## src/rtl/slab_interval_scheduler_pkg.sv

```systemverilog
// Shared definitions for the slab interval scheduler: FP field codes, FSM states, compare ids.
// Word layout (default W=22): [W:W-1] exc, [W-2] sign, [W-3:9] exp, [8:0] frac.
package slab_interval_scheduler_pkg;

  localparam int unsigned SlabW    = 22;
  localparam int unsigned ExpBits  = 11;
  localparam int unsigned FracBits = 9;

  localparam logic [1:0] ExcZero = 2'b00;
  localparam logic [1:0] ExcNorm = 2'b01;
  localparam logic [1:0] ExcInf  = 2'b10;
  localparam logic [1:0] ExcNan  = 2'b11;

  typedef enum logic [3:0] {
    StIdle,
    StC1,
    StC2,
    StW1,
    StC3,
    StC4,
    StW2,
    StC5,
    StW3,
    StDone
  } slab_state_e;

  typedef enum logic [2:0] {
    CmpNone = 3'd0,
    CmpC1   = 3'd1,
    CmpC2   = 3'd2,
    CmpC3   = 3'd3,
    CmpC4   = 3'd4,
    CmpC5   = 3'd5
  } cmp_id_e;

  // Builds a default-width FP word from its fields.
  function automatic logic [SlabW:0] fp_make(input logic [1:0]          exc,
                                             input logic                sign,
                                             input logic [ExpBits-1:0]  exp,
                                             input logic [FracBits-1:0] frac);
    return {exc, sign, exp, frac};
  endfunction

endpackage

```

## src/rtl/slab_interval_scheduler_if.sv

```systemverilog
// Bundle of the scheduler's handshake, operand, comparator and result signals.
interface slab_interval_scheduler_if #(
  parameter int unsigned W = 22
);

  logic       in_valid;
  logic       in_ready;
  logic [W:0] tn0;
  logic [W:0] tn1;
  logic [W:0] tn2;
  logic [W:0] tf0;
  logic [W:0] tf1;
  logic [W:0] tf2;
  logic [W:0] cmp_a;
  logic [W:0] cmp_b;
  logic       cmp_gt;
  logic       out_valid;
  logic       out_ready;
  logic [W:0] tnear_max;
  logic [W:0] tfar_min;
  logic       hit;
  logic       nan_flag;

  modport slave (
    input  in_valid, tn0, tn1, tn2, tf0, tf1, tf2, cmp_gt, out_ready,
    output in_ready, cmp_a, cmp_b, out_valid, tnear_max, tfar_min, hit, nan_flag
  );

  modport master (
    output in_valid, tn0, tn1, tn2, tf0, tf1, tf2, cmp_gt, out_ready,
    input  in_ready, cmp_a, cmp_b, out_valid, tnear_max, tfar_min, hit, nan_flag
  );

endinterface

```

## src/rtl/slab_interval_scheduler_cmp_tag_pipe.sv

```systemverilog
// Tag shift register running alongside the shared comparator; the output tag lines up
// with the comparator result for the same issue.
module slab_interval_scheduler_cmp_tag_pipe
  import slab_interval_scheduler_pkg::*;
#(
  parameter int unsigned CMP_LAT = 3
) (
  input  logic    clk,
  input  logic    rst,
  input  logic    tag_valid_i,
  input  cmp_id_e tag_id_i,
  output logic    tag_valid_o,
  output cmp_id_e tag_id_o
);

  logic [CMP_LAT-1:0]      vld_q;
  logic [CMP_LAT-1:0][2:0] id_q;

  always_ff @(posedge clk or posedge rst) begin
    if (rst) begin
      vld_q <= '0;
      id_q  <= '0;
    end else begin
      vld_q[0] <= tag_valid_i;
      id_q[0]  <= tag_id_i;
      for (int i = 1; i < int'(CMP_LAT); i++) begin
        vld_q[i] <= vld_q[i-1];
        id_q[i]  <= id_q[i-1];
      end
    end
  end

  assign tag_valid_o = vld_q[CMP_LAT-1];
  assign tag_id_o    = cmp_id_e'(id_q[CMP_LAT-1]);

endmodule

```

## src/rtl/slab_interval_scheduler.sv

```systemverilog
// Reduces three slab intervals to tnear_max/tfar_min and a hit flag, issuing all five
// magnitude decisions through one shared, externally pipelined comparator.
module slab_interval_scheduler
  import slab_interval_scheduler_pkg::*;
#(
  parameter int unsigned W       = SlabW,
  parameter int unsigned CMP_LAT = 3
) (
  input logic                      clk,
  input logic                      rst,
  slab_interval_scheduler_if.slave bus
);

  slab_state_e     state_q, state_d;
  logic [2:0][W:0] tn_q, tf_q;
  logic [W:0]      m01_q, f01_q, tnear_q, tfar_q;
  logic            nan_q, hit_q;

  logic            iss_vld;
  cmp_id_e         iss_id;
  logic [W:0]      cmp_a, cmp_b;
  logic            cap_vld;
  cmp_id_e         cap_id;
  logic            cap_c1, cap_c4, cap_c5;
  logic            in_ready, accept, tfar_neg, any_nan;

  function automatic logic is_nan(input logic [W:0] v);
    return v[W:W-1] == ExcNan;
  endfunction

  slab_interval_scheduler_cmp_tag_pipe #(
    .CMP_LAT(CMP_LAT)
  ) u_tag_pipe (
    .clk        (clk),
    .rst        (rst),
    .tag_valid_i(iss_vld),
    .tag_id_i   (iss_id),
    .tag_valid_o(cap_vld),
    .tag_id_o   (cap_id)
  );

  assign cap_c1 = cap_vld && (cap_id == CmpC1);
  assign cap_c4 = cap_vld && (cap_id == CmpC4);
  assign cap_c5 = cap_vld && (cap_id == CmpC5);

  // in_ready is gated by rst so it reads 0 throughout reset.
  assign in_ready = (state_q == StIdle) && !rst;
  assign accept   = bus.in_valid && in_ready;
  assign any_nan  = is_nan(bus.tn0) || is_nan(bus.tn1) || is_nan(bus.tn2) ||
                    is_nan(bus.tf0) || is_nan(bus.tf1) || is_nan(bus.tf2);
  assign tfar_neg = ((tfar_q[W:W-1] == ExcNorm) || (tfar_q[W:W-1] == ExcInf)) && tfar_q[W-2];

  always_ff @(posedge clk or posedge rst) begin
    if (rst) begin
      state_q <= StIdle;
    end else begin
      state_q <= state_d;
    end
  end

  // C3 only needs m01, so the first wait ends on the C1 capture; f01 lands one cycle
  // later, still before C4 issues.
  always_comb begin
    state_d = state_q;
    unique case (state_q)
      StIdle: if (accept) state_d = StC1;
      StC1:   state_d = StC2;
      StC2:   state_d = cap_c1 ? StC3 : StW1;
      StW1:   if (cap_c1) state_d = StC3;
      StC3:   state_d = StC4;
      StC4:   state_d = StW2;
      StW2:   if (cap_c4) state_d = StC5;
      StC5:   state_d = StW3;
      StW3:   if (cap_c5) state_d = StDone;
      StDone: if (bus.out_ready) state_d = StIdle;
      default: state_d = StIdle;
    endcase
  end

  always_comb begin
    cmp_a   = '0;
    cmp_b   = '0;
    iss_vld = 1'b0;
    iss_id  = CmpNone;
    unique case (state_q)
      StC1: begin
        cmp_a   = tn_q[0];
        cmp_b   = tn_q[1];
        iss_vld = 1'b1;
        iss_id  = CmpC1;
      end
      StC2: begin
        cmp_a   = tf_q[0];
        cmp_b   = tf_q[1];
        iss_vld = 1'b1;
        iss_id  = CmpC2;
      end
      StC3: begin
        cmp_a   = m01_q;
        cmp_b   = tn_q[2];
        iss_vld = 1'b1;
        iss_id  = CmpC3;
      end
      StC4: begin
        cmp_a   = f01_q;
        cmp_b   = tf_q[2];
        iss_vld = 1'b1;
        iss_id  = CmpC4;
      end
      StC5: begin
        cmp_a   = tnear_q;
        cmp_b   = tfar_q;
        iss_vld = 1'b1;
        iss_id  = CmpC5;
      end
      default: ;
    endcase
  end

  always_ff @(posedge clk or posedge rst) begin
    if (rst) begin
      tn_q    <= '0;
      tf_q    <= '0;
      m01_q   <= '0;
      f01_q   <= '0;
      tnear_q <= '0;
      tfar_q  <= '0;
      nan_q   <= 1'b0;
      hit_q   <= 1'b0;
    end else begin
      if (accept) begin
        tn_q  <= {bus.tn2, bus.tn1, bus.tn0};
        tf_q  <= {bus.tf2, bus.tf1, bus.tf0};
        nan_q <= any_nan;
        hit_q <= 1'b0;
      end
      if (cap_vld) begin
        case (cap_id)
          CmpC1:   m01_q   <= bus.cmp_gt ? tn_q[0] : tn_q[1];
          CmpC2:   f01_q   <= bus.cmp_gt ? tf_q[1] : tf_q[0];
          CmpC3:   tnear_q <= bus.cmp_gt ? m01_q : tn_q[2];
          CmpC4:   tfar_q  <= bus.cmp_gt ? tf_q[2] : f01_q;
          CmpC5:   hit_q   <= !bus.cmp_gt && !tfar_neg && !nan_q;
          default: ;
        endcase
      end
    end
  end

  assign bus.in_ready  = in_ready;
  assign bus.cmp_a     = cmp_a;
  assign bus.cmp_b     = cmp_b;
  assign bus.out_valid = (state_q == StDone);
  assign bus.tnear_max = tnear_q;
  assign bus.tfar_min  = tfar_q;
  assign bus.hit       = hit_q;
  assign bus.nan_flag  = nan_q;

endmodule

```

## src/flat_wrapper.sv

```systemverilog
// flat-port wrapper written by rule: the top's interface ports become plain ports
module slab_interval_scheduler_flat import slab_interval_scheduler_pkg::*;
#(
  parameter int unsigned W       = SlabW,
  parameter int unsigned CMP_LAT = 3
)
  (clk, rst, bus_in_valid, bus_tn0, bus_tn1, bus_tn2, bus_tf0, bus_tf1, bus_tf2, bus_cmp_gt, bus_out_ready, bus_in_ready, bus_cmp_a, bus_cmp_b, bus_out_valid, bus_tnear_max, bus_tfar_min, bus_hit, bus_nan_flag);
  slab_interval_scheduler_if #(.W(W)) bus_i ();
  input logic clk;
  input logic rst;
  input wire logic [$bits(bus_i.in_valid)-1:0] bus_in_valid;
  input wire logic [$bits(bus_i.tn0)-1:0] bus_tn0;
  input wire logic [$bits(bus_i.tn1)-1:0] bus_tn1;
  input wire logic [$bits(bus_i.tn2)-1:0] bus_tn2;
  input wire logic [$bits(bus_i.tf0)-1:0] bus_tf0;
  input wire logic [$bits(bus_i.tf1)-1:0] bus_tf1;
  input wire logic [$bits(bus_i.tf2)-1:0] bus_tf2;
  input wire logic [$bits(bus_i.cmp_gt)-1:0] bus_cmp_gt;
  input wire logic [$bits(bus_i.out_ready)-1:0] bus_out_ready;
  output wire logic [$bits(bus_i.in_ready)-1:0] bus_in_ready;
  output wire logic [$bits(bus_i.cmp_a)-1:0] bus_cmp_a;
  output wire logic [$bits(bus_i.cmp_b)-1:0] bus_cmp_b;
  output wire logic [$bits(bus_i.out_valid)-1:0] bus_out_valid;
  output wire logic [$bits(bus_i.tnear_max)-1:0] bus_tnear_max;
  output wire logic [$bits(bus_i.tfar_min)-1:0] bus_tfar_min;
  output wire logic [$bits(bus_i.hit)-1:0] bus_hit;
  output wire logic [$bits(bus_i.nan_flag)-1:0] bus_nan_flag;
  assign bus_i.in_valid = bus_in_valid;
  assign bus_i.tn0 = bus_tn0;
  assign bus_i.tn1 = bus_tn1;
  assign bus_i.tn2 = bus_tn2;
  assign bus_i.tf0 = bus_tf0;
  assign bus_i.tf1 = bus_tf1;
  assign bus_i.tf2 = bus_tf2;
  assign bus_i.cmp_gt = bus_cmp_gt;
  assign bus_i.out_ready = bus_out_ready;
  assign bus_in_ready = bus_i.in_ready;
  assign bus_cmp_a = bus_i.cmp_a;
  assign bus_cmp_b = bus_i.cmp_b;
  assign bus_out_valid = bus_i.out_valid;
  assign bus_tnear_max = bus_i.tnear_max;
  assign bus_tfar_min = bus_i.tfar_min;
  assign bus_hit = bus_i.hit;
  assign bus_nan_flag = bus_i.nan_flag;
  slab_interval_scheduler #(.W(W), .CMP_LAT(CMP_LAT)) u_core (.clk(clk), .rst(rst), .bus(bus_i));
endmodule
```

## config.mk

```make
export PLATFORM = sky130hd
export DESIGN_NAME = slab_interval_scheduler_flat
export DESIGN_NICKNAME = d
export VERILOG_FILES = /design/src/rtl/slab_interval_scheduler_pkg.sv /design/src/rtl/slab_interval_scheduler_if.sv /design/src/rtl/slab_interval_scheduler_cmp_tag_pipe.sv /design/src/rtl/slab_interval_scheduler.sv /design/src/flat_wrapper.sv
export SDC_FILE = /design/constraint.sdc
export NUM_CORES = 1
export LEC_CHECK = 0
export ABC_AREA = 0
export CAP_MARGIN = 20
export CORE_ASPECT_RATIO = 1.1
export CORE_MARGIN = 8
export CORE_UTILIZATION = 43
export CTS_CLUSTER_SIZE = 40
export DETAILED_ROUTE_END_ITERATION = 12
export PLACE_DENSITY = 0.69
export SYNTH_ARGS = -nofsm -noshare
export SYNTH_HDL_FRONTEND = slang
export SYNTH_SLANG_ARGS = --single-unit
```

## constraint.sdc

```tcl
create_clock -name clk -period 13.6 [get_ports clk]
set_clock_uncertainty 0.2 [all_clocks]
set_input_delay 2.72 -clock clk [delete_from_list [all_inputs] [get_ports clk]]
set_output_delay 2.72 -clock clk [all_outputs]
set_load 0.02 [all_outputs]
```

* After elaboration in Yosys (flattened, before gate mapping)
Cells that the tools add are included.
** Storage, ports and cells
- Register bits :: 248
- Output and inout port bits :: 96
- Word-level logic and storage cells :: 87
** Operators by class
- Equality and inequality tests :: 27
- Muxes and demuxes :: 18
- Reductions and logical operators :: 25
** Operators with widths (number)
- one-hot mux 23 bit (5 select lines) :: 2
- two-way mux 23 bit :: 4
- one-hot mux 4 bit (10 select lines) :: 1
- two-way mux 4 bit :: 5
- equality test 4 x 3 -> 1 bit, second input constant :: 4
- one-hot mux 3 bit (5 select lines) :: 1
- equality test 2 bit, second input constant :: 7
- equality test 4 x 2 -> 1 bit, second input constant :: 2
- equality test 4 bit, second input constant :: 2
- logical AND 1 bit :: 8
- != test 2 x 1 -> 1 bit, second input constant :: 4
- AND reduction 2 bit :: 4
- equality test 3 x 2 -> 1 bit, second input constant :: 2
- equality test 3 bit, second input constant :: 2
- logical OR 1 bit :: 6
- AND reduction 5 bit :: 1
- OR reduction 5 bit :: 1
- equality test 4 x 1 -> 1 bit, second input constant :: 1
- zero test 1 bit :: 4
- zero test 4 bit :: 1
- two-way mux 1 bit :: 4
- equality test 3 x 1 -> 1 bit, second input constant :: 1
- two-way mux 3 bit :: 1
- equality test 2 x 1 -> 1 bit, second input constant :: 1
- != test 2 bit, second input constant :: 1

* Depth between registers and ports, before layout
Gate-level depths: netlist of the first run.
- Depth in word-level cells :: 8
- Gate-level depth with buffers :: 7

* By module
A second synthesis of the first run with hierarchy kept.
** Second synthesis, totals
- Cell total of the unflattened synthesis :: 933
- Area, all modules :: 11199.5 um^2
** By module, submodules not included
- slab_interval_scheduler :: times used 1, cells each 917, area each 10872.9 um^2
- slab_interval_scheduler_cmp_tag_pipe :: times used 1, cells each 16, area each 326.6 um^2

* Worst setup path after synthesis of the first run
Ideal clock, no wire load.
- Path kind :: input to output
- Start point :: input rst
- End point :: output bus_in_ready
- Arrival :: 8.538 ns
- Required time :: 10.680 ns
- Slack :: 2.142 ns
- Cell stages on the path :: 2
- Path buffers :: 0
- Cells stage by stage :: inv_1 > and2_1
** Between the ends
- Longest elaborated chain between the ends :: 2
** RTL lines
- from (decl) :: line flat_wrapper.sv:10 : input logic rst;
- zero test 1 bit :: line slab_interval_scheduler.sv:47 : assign in_ready = (state_q == StIdle) && !rst;
- logical AND 1 bit :: line slab_interval_scheduler.sv:47
- to (decl) :: line flat_wrapper.sv:20 : output wire logic [$bits(bus_i.in_ready)-1:0] bus_in_ready;
Every way passes these cells.

* Worst setup path after layout of the first run
Same ends and word-level chain as after synthesis.

==> reports/results.txt, run 1 <==
Worst Path Max Fanout - 111
Sw Pwr - 1.501 mW
DP HPWL - 21.53 mm
Met1 WL - 14.24 mm
Post-route ant nets - 0
Syn Area/Cell - 12.14 µm²
R2r worst-path depth - 4
Starting Density - 43.47%
Critical Path RT - 10.68 ns
Via Count - 8,550
Post-Synthesis Cells - 960
Cts bufs inserted - 28
CTS sink count - 248
Crit path kind - input port to output port
DR top layer - met5
Ports - 239
Number of global-route vias before repair - 8,972
Worst min path class - flip-flop to flip-flop
Seq/Total Area, Yosys - 53.26%
CP endpoint kind - output port
Gr usage total - 19.51%
Syn nets - 1,103
WL/cell - 20.95 µm
Final core occ - 57.47%
Max Clk Rate - 131.7 MHz
Final Hold Slack - 0.1480 ns
CTS Hold Bufs - 0
Synth Area in Adders - 0%
Synth Register Bits - 248
H-tree Lvls - 1
Internal power - 2.588 mW
WL final - 32.59 mm
Fin. max-slew vios - 0
CTS resizes - 0
Clock Path Buffers - 3
Distinct cells, synth - 42
GR Overflow Total - 0
Max-Slew Margin vs Limit - 28.45%
Mux share of post-synthesis cell area - 24.04%
Largest family of logic cells by synthesized area - multiplexers
Layout cells sized above 1 - 18.21%
Worst endpoint data arrival time - 4.67 ns
Placer Congestion - 0.8102
Number of max-cap violations - 0
Status - completed
Wire length on met3 - 2.123 mm
Antenna violations before repair - 3
Starting DRT DRC Count - 565
Clock transition at path regs - 0.06 ns
Hold Path Depth - 0
Met2 Wirelength - 15.53 mm
Flop pwr share - 35.1%
Fin crit share - 55.82%
Simple-Gate Fraction of Synth Area - 7.582%
Root cell of the clock tree - clkbuf_16
Critical Path Source Type - input port
Compound-Gate Fraction of Synth Area - 11.39%
Die Ht - 188.6 µm
Layout Nets - 1,318
Slew @ Worst Pin - 1.073 ns
Die area - 32,620 µm²
Synth Area in XOR/XNOR - 0.1503%
Core area - 26,800 µm²
FP Rows - 63
Post-Route Setup TNS - 0 ns
Buffers on Ports - 238
Largest net degree at the start of global routing - 112
Storage cell area - 6206 µm²
Yosys warnings - 0
Die Wd - 172.9 µm
Via/cell ratio - 5.495
First-pass GRT wire length - 51.63 mm
FILL cells - 2,244
CTS tree - built
Post-CTS setup buffer count - 0
Final min period - 7.591 ns
Gate power share - 43.5%
LEAKAGE - 6.912 nW
Switch share - 36.70%
Pwr Density - 265.5 nW/µm²
Drt pass-1 iters - 7
Skew-Pair Late Insertion Delay - 0.53 ns
Maximum VDD drop - 132.5 µV
Cell area after synthesis - 11,650 µm²
Final-report hold violation count - 0
Clock power frac - 21.4%
# DRC - 0
Multi-input gate area - 5097 µm²
Area delta synth->final - 32.21%
Endpoints failing setup - 0
RSZ-0062 raised after global routing - no
[stage by stage]
stage / setup WS, ns / power (mW) / instances / area [µm²]
floorplan: 2.142 / 2.480 / 960 / 11650
global placement: 5.967 / 3.188 / 1500 / 14290
detailed placement: 5.954 / 3.226 / 1501 / 14300
CTS: 5.948 / 4.119 / 1553 / 15380
global route: 5.836 / 4.330 / 1556 / 15400
finish: 6.009 / 4.089 / 1556 / 15400
[synth_stat cells (all sizes together)]
master   instances  area [µm²]
dfrtp          248        6206
mux2           138        1881
mux2i           92       920.9
a22oi           78       585.6
nor2            75       284.0
nand2           72       270.3
a21oi           71       355.3
buf             50       310.3
nand3           33       170.2
o21ai           27       135.1
clkbuf          22       82.58
a222oi          16       160.2
inv              6       22.52
nor3             4       20.02
nand4b           3       26.28
nand2b           2       12.51
nor4bb           2       20.02
o21a             2       15.01
o31ai            2       15.01
or2              2       12.52
a2111oi          1       8.760
a211o            1       8.760
a21o             1       7.510
a221oi           1       8.760
a31o             1       8.760
and2             1       6.260
and4             1       8.760
and4bb           1       12.51
nand4bb          1       11.26
nor4             1       21.27
o32a             1       10.01
o32ai            1       8.760
or4              1       7.510
xnor2            1       8.760
xor2             1       8.760
[per-layer routing]
metal	vias up	GRT usage, %
li1	3942	-
met1	4240	25.95
met2	311	31.53
met3	55	4.444
met4	2	5.609
met5	-	0
[final cells by class]
cell class	instances	share of cell area, %
tap	357	2.900
inverter	6	0.1949
antenna	2	0.03249
clock buffer	39	5.280
multi-input combinational	634	33.09
sequential	248	40.29
timing repair buffer	257	16.47
clock inverter	13	1.738
[logic make-up (layout without fill, tap and decap cells)]
logic type,Yosys count,in the layout
compound gates,203,203
xor+xnor,2,2
buf+inv,78,315
flops,248,248
mux,230,230
other cells,0,2
simple gates,199,199
[power by group through the flow]
stage	Sequential [mW]	Clock [mW]	Combinational, mW
2_1_floorplan	1.41	0	1.07
3_3_place_gp	1.43	0	1.76
3_5_place_dp	1.44	0	1.79
4_1_cts	1.43	0.891	1.80
5_1_grt	1.48	0.925	1.92
6_report	1.44	0.873	1.78
[path summary, 6_finish.rpt]
kind / start / endpoint / slack, ns
worst min register to register: u_core.u_tag_pipe.id_q[5]$_DFF_PP0_ / u_core.u_tag_pipe.tag_id_o[2]$_DFF_PP0_ / 0.15
worst max register to register: u_core.state_q[0]$_DFFE_PP0P_ / u_core.tn_q[45]$_DFFE_PP0P_ / 10.52
worst max-delay path: rst / bus_in_ready / 6.01
min in group asynchronous: rst / u_core.tn_q[0]$_DFFE_PP0P_ / 2.60
max in group asynchronous: rst / u_core.m01_q[17]$_DFFE_PP0P_ / 9.14
worst min-delay path: u_core.u_tag_pipe.id_q[5]$_DFF_PP0_ / u_core.u_tag_pipe.tag_id_o[2]$_DFF_PP0_ / 0.15
[placed cells by master (no fill, tap or decap), drive strengths merged, types with 2 or more instances in the layout]
cell type	instances
o31ai	2
or2	2
clkdlybuf4s50	237
nor2	75
nor4bb	2
nand2	72
inv	6
buf	20
o21a	2
nand4b	3
dfrtp	248
clkinv	4
mux2i	92
bufinv	8
mux2	138
clkbuf	39
nand3	33
a21oi	71
nor3	4
o21ai	27
nand2b	2
a222oi	16
diode	2
a22oi	78
[worst max-delay path: stages]
cell             delay (ns)
clkdlybuf4s50_1        0.52
inv_8                  0.59
and2_1                 0.23
clkdlybuf4s50_1        0.60
[registers in the layout, summed over array words and instances, names as in the netlist, 4 cells and up]
signal,count
u_core.f01_q,23
u_core.bus.tfar_min,23
u_core.u_tag_pipe.id_q,6
u_core.tf_q,69
u_core.bus.tnear_max,23
u_core.tn_q,69
u_core.m01_q,23
u_core.state_q,4
Power figures use the tool's default switching activity.
==> run 2: changes to the inputs <==
PLACE_DENSITY = 0.72   (was 0.69)
clock period = 6.6 ns   (was 13.6 ns; I/O delays follow)
==> run 2 against run 1 <==
Power increased by 99%. Sequential share of layout area increased by 0.46 points. Sequential cell count unchanged. Combinational power increased by 110%. Die area unchanged. Register-to-register slack got worse by 6.5 ns. Core utilization decreased by 0.65 points. Critical path depth increased by 2. Sequential power increased by 110%. Global-route usage increased by 0.29 points. Cell count decreased by 0.39%. Critical path type is now flip-flop to output port. Largest power group unchanged.
==> reports/results.txt, run 2 (synthesis results as in run 1) <==
Starting DRT DRC Count - 860 (was 565)
Fin. max-slew vios - 0 (unchanged)
Worst reg2reg endpoint - u_core.tn_q[27]$_DFFE_PP0P_ (was u_core.tn_q[45]$_DFFE_PP0P_)
Die Ht - 188.6 µm (unchanged)
Antenna violations before repair - 1 (was 3)
Wire length on met3 - 2.125 mm (was 2.123 mm)
Layout cells sized above 1 - 18.11% (was 18.21%)
Largest net degree at the start of global routing - 175 (was 112)
Cts bufs inserted - 27 (was 28)
Antenna diodes - 0 (was 2)
Critical Path Source Type - flip-flop (was input port)
CTS Hold Bufs - 0 (unchanged)
CTS resizes - 0 (unchanged)
Top flop regs - u_core.tf_q: 69 flops, u_core.tn_q: 69 flops (unchanged)
DR top layer - met5 (unchanged)
Hold Startpoint - u_core.u_tag_pipe.id_q[1]$_DFF_PP0_ (was u_core.u_tag_pipe.id_q[5]$_DFF_PP0_)
Buffers on Ports - 238 (unchanged)
Layout Nets - 1,317 (was 1,318)
FP Rows - 63 (unchanged)
LEAKAGE - 6.830 nW (was 6.912 nW)
Final-report hold violation count - 0 (unchanged)
GR Overflow Total - 0 (unchanged)
Ports - 239 (unchanged)
FF-to-FF setup slack - 4.02 ns (was 10.52 ns)
Status - completed (unchanged)
WL final - 32.86 mm (was 32.59 mm)
Met1 WL - 14.37 mm (was 14.24 mm)
Clock transition at path regs - 0.06 ns (about the same)
Placer Congestion - 0.7781 (was 0.8102)
Starting Density - 43.47% (unchanged)
# DRC - 0 (unchanged)
Post-CTS setup buffer count - 0 (unchanged)
Number of max-cap violations - 0 (unchanged)
Core area - 26,800 µm² (unchanged)
CTS sink count - 248 (unchanged)
Most common cell after layout, fill and taps aside - dfrtp_1 (unchanged)
Pwr Density - 535.1 nW/µm² (was 265.5 nW/µm²)
Gr usage total - 19.80% (was 19.51%)
H-tree Lvls - 1 (unchanged)
First-pass GRT wire length - 52.42 mm (was 51.63 mm)
DP HPWL - 21.84 mm (was 21.53 mm)
Met2 Wirelength - 15.69 mm (was 15.53 mm)
Die Wd - 172.9 µm (unchanged)
Slew @ Worst Pin - 1.142 ns (was 1.073 ns)
Worst Path Max Fanout - 26 (was 111)
Critical Path RT - 5.08 ns (was 10.68 ns)
Root cell of the clock tree - clkbuf_16 (unchanged)
RSZ-0062 raised after global routing - no (unchanged)
Drt pass-1 iters - 6 (was 7)
Number of global-route vias before repair - 9,074 (was 8,972)
Final instance area - 15,230 µm² (was 15,400 µm²)
CP endpoint kind - output port (unchanged)
Commonest non-fill, non-tap cells in the layout - dfrtp_1, clkdlybuf4s50_1, mux2i_1 (unchanged)
Worst R2R Start - u_core.state_q[0]$_DFFE_PP0P_ (unchanged)
WL/cell - 21.20 µm (was 20.95 µm)
Fin crit share - 75.11%
Worst min path class - flip-flop to flip-flop (unchanged)
Crit path kind - flip-flop to output port (was input port to output port)
Placed instance area - 14,320 µm² (was 14,300 µm²)
Clock Path Buffers - 3 (unchanged)
Worst endpoint data arrival time - 3.44 ns (was 4.67 ns)
Die area - 32,620 µm² (unchanged)
CTS tree - built (unchanged)
Post-route ant nets - 0 (unchanged)
Final core occ - 56.83% (was 57.47%)
Worst hold path endpoint - u_core.u_tag_pipe.id_q[4]$_DFF_PP0_ (was u_core.u_tag_pipe.tag_id_o[2]$_DFF_PP0_)
Max Clk Rate - 201.7 MHz
Max-Slew Margin vs Limit - 23.88% (was 28.45%)
Via Count - 8,533 (was 8,550)
Via/cell ratio - 5.505 (was 5.495)
Area delta synth->final - 30.71% (was 32.21%)
Skew-Pair Late Insertion Delay - 0.52 ns (was 0.53 ns)
R2r worst-path depth - 4 (unchanged)
Maximum VDD drop - 308.2 µV (was 132.5 µV)
Hold Path Depth - 0 (unchanged)
Power Total - 8.149 mW (was 4.089 mW)
Final min period - 4.957 ns
Endpoints failing setup - 0 (unchanged)
run 2: cell types whose count changed in the layout (fill, tap and decap cells not counted), sizes merged:
cell and delta:
clkbuf +1, inv -1, clkinvlp +2, diode -2, clkinv +1, bufinv -7
run 2: power breakdown:
group | internal [mW] | switching [mW]
sequential | 2.28 | 0.698
clock | 0.897 | 0.600
combinational | 1.89 | 1.79
run 2: layer usage:
layer / vias up / global-route usage, %
met3: 56 / 4.063
met5: - / 0
met1: 4229 / 26.08
li1: 3931 / -
met4: 2 / 5.244
met2: 315 / 32.80
run 2: stage by stage:
| step | TNS, ns | instances | setup WS [ns] | hold WS [ns] |
|---|---|---|---|---|
| finish | 0 | 1550 | 1.643 | 0.1480 |
| global route | 0 | 1550 | 1.445 | 0.1531 |
| CTS | 0 | 1549 | 1.613 | 0.1488 |
| detailed placement | 0 | 1501 | 2.228 | 0.1347 |
| global placement | 0 | 1500 | 2.296 | 0.1320 |
| floorplan | -0.4896 | 960 | -0.4896 | 0.1312 |
run 2: area by class of cell:
cell class / count / area (µm²)
Fill cell: 2246 / 11570
Sequential cell: 248 / 6206
Multi-Input combinational cell: 634 / 5097
Timing Repair Buffer: 257 / 2559
Clock buffer: 40 / 824.5
Tap cell: 357 / 446.7
Clock inverter: 8 / 70.07
Inverter: 6 / 26.28
run 2: worst max-delay path by stage:
stage	slack, ns	end	startpoint
floorplan	-0.49	bus_in_ready	rst
global route	1.45	bus_cmp_b[1]	u_core.state_q[0]$_DFFE_PP0P_
CTS	1.61	bus_cmp_b[6]	u_core.state_q[0]$_DFFE_PP0P_
detailed placement	2.23	bus_cmp_b[6]	u_core.state_q[0]$_DFFE_PP0P_
finish	1.64	bus_cmp_b[10]	u_core.state_q[0]$_DFFE_PP0P_
global placement	2.30	bus_cmp_b[6]	u_core.state_q[0]$_DFFE_PP0P_
run 2: worst max-delay path, cell delays in order (launching register included):
cell and delay, ns:
dfrtp_1 0.67, nand2b_1 0.29, nor2_4 0.56, buf_4 0.45, a22oi_1 0.18, nand3_1 0.11, clkdlybuf4s50_1 0.61
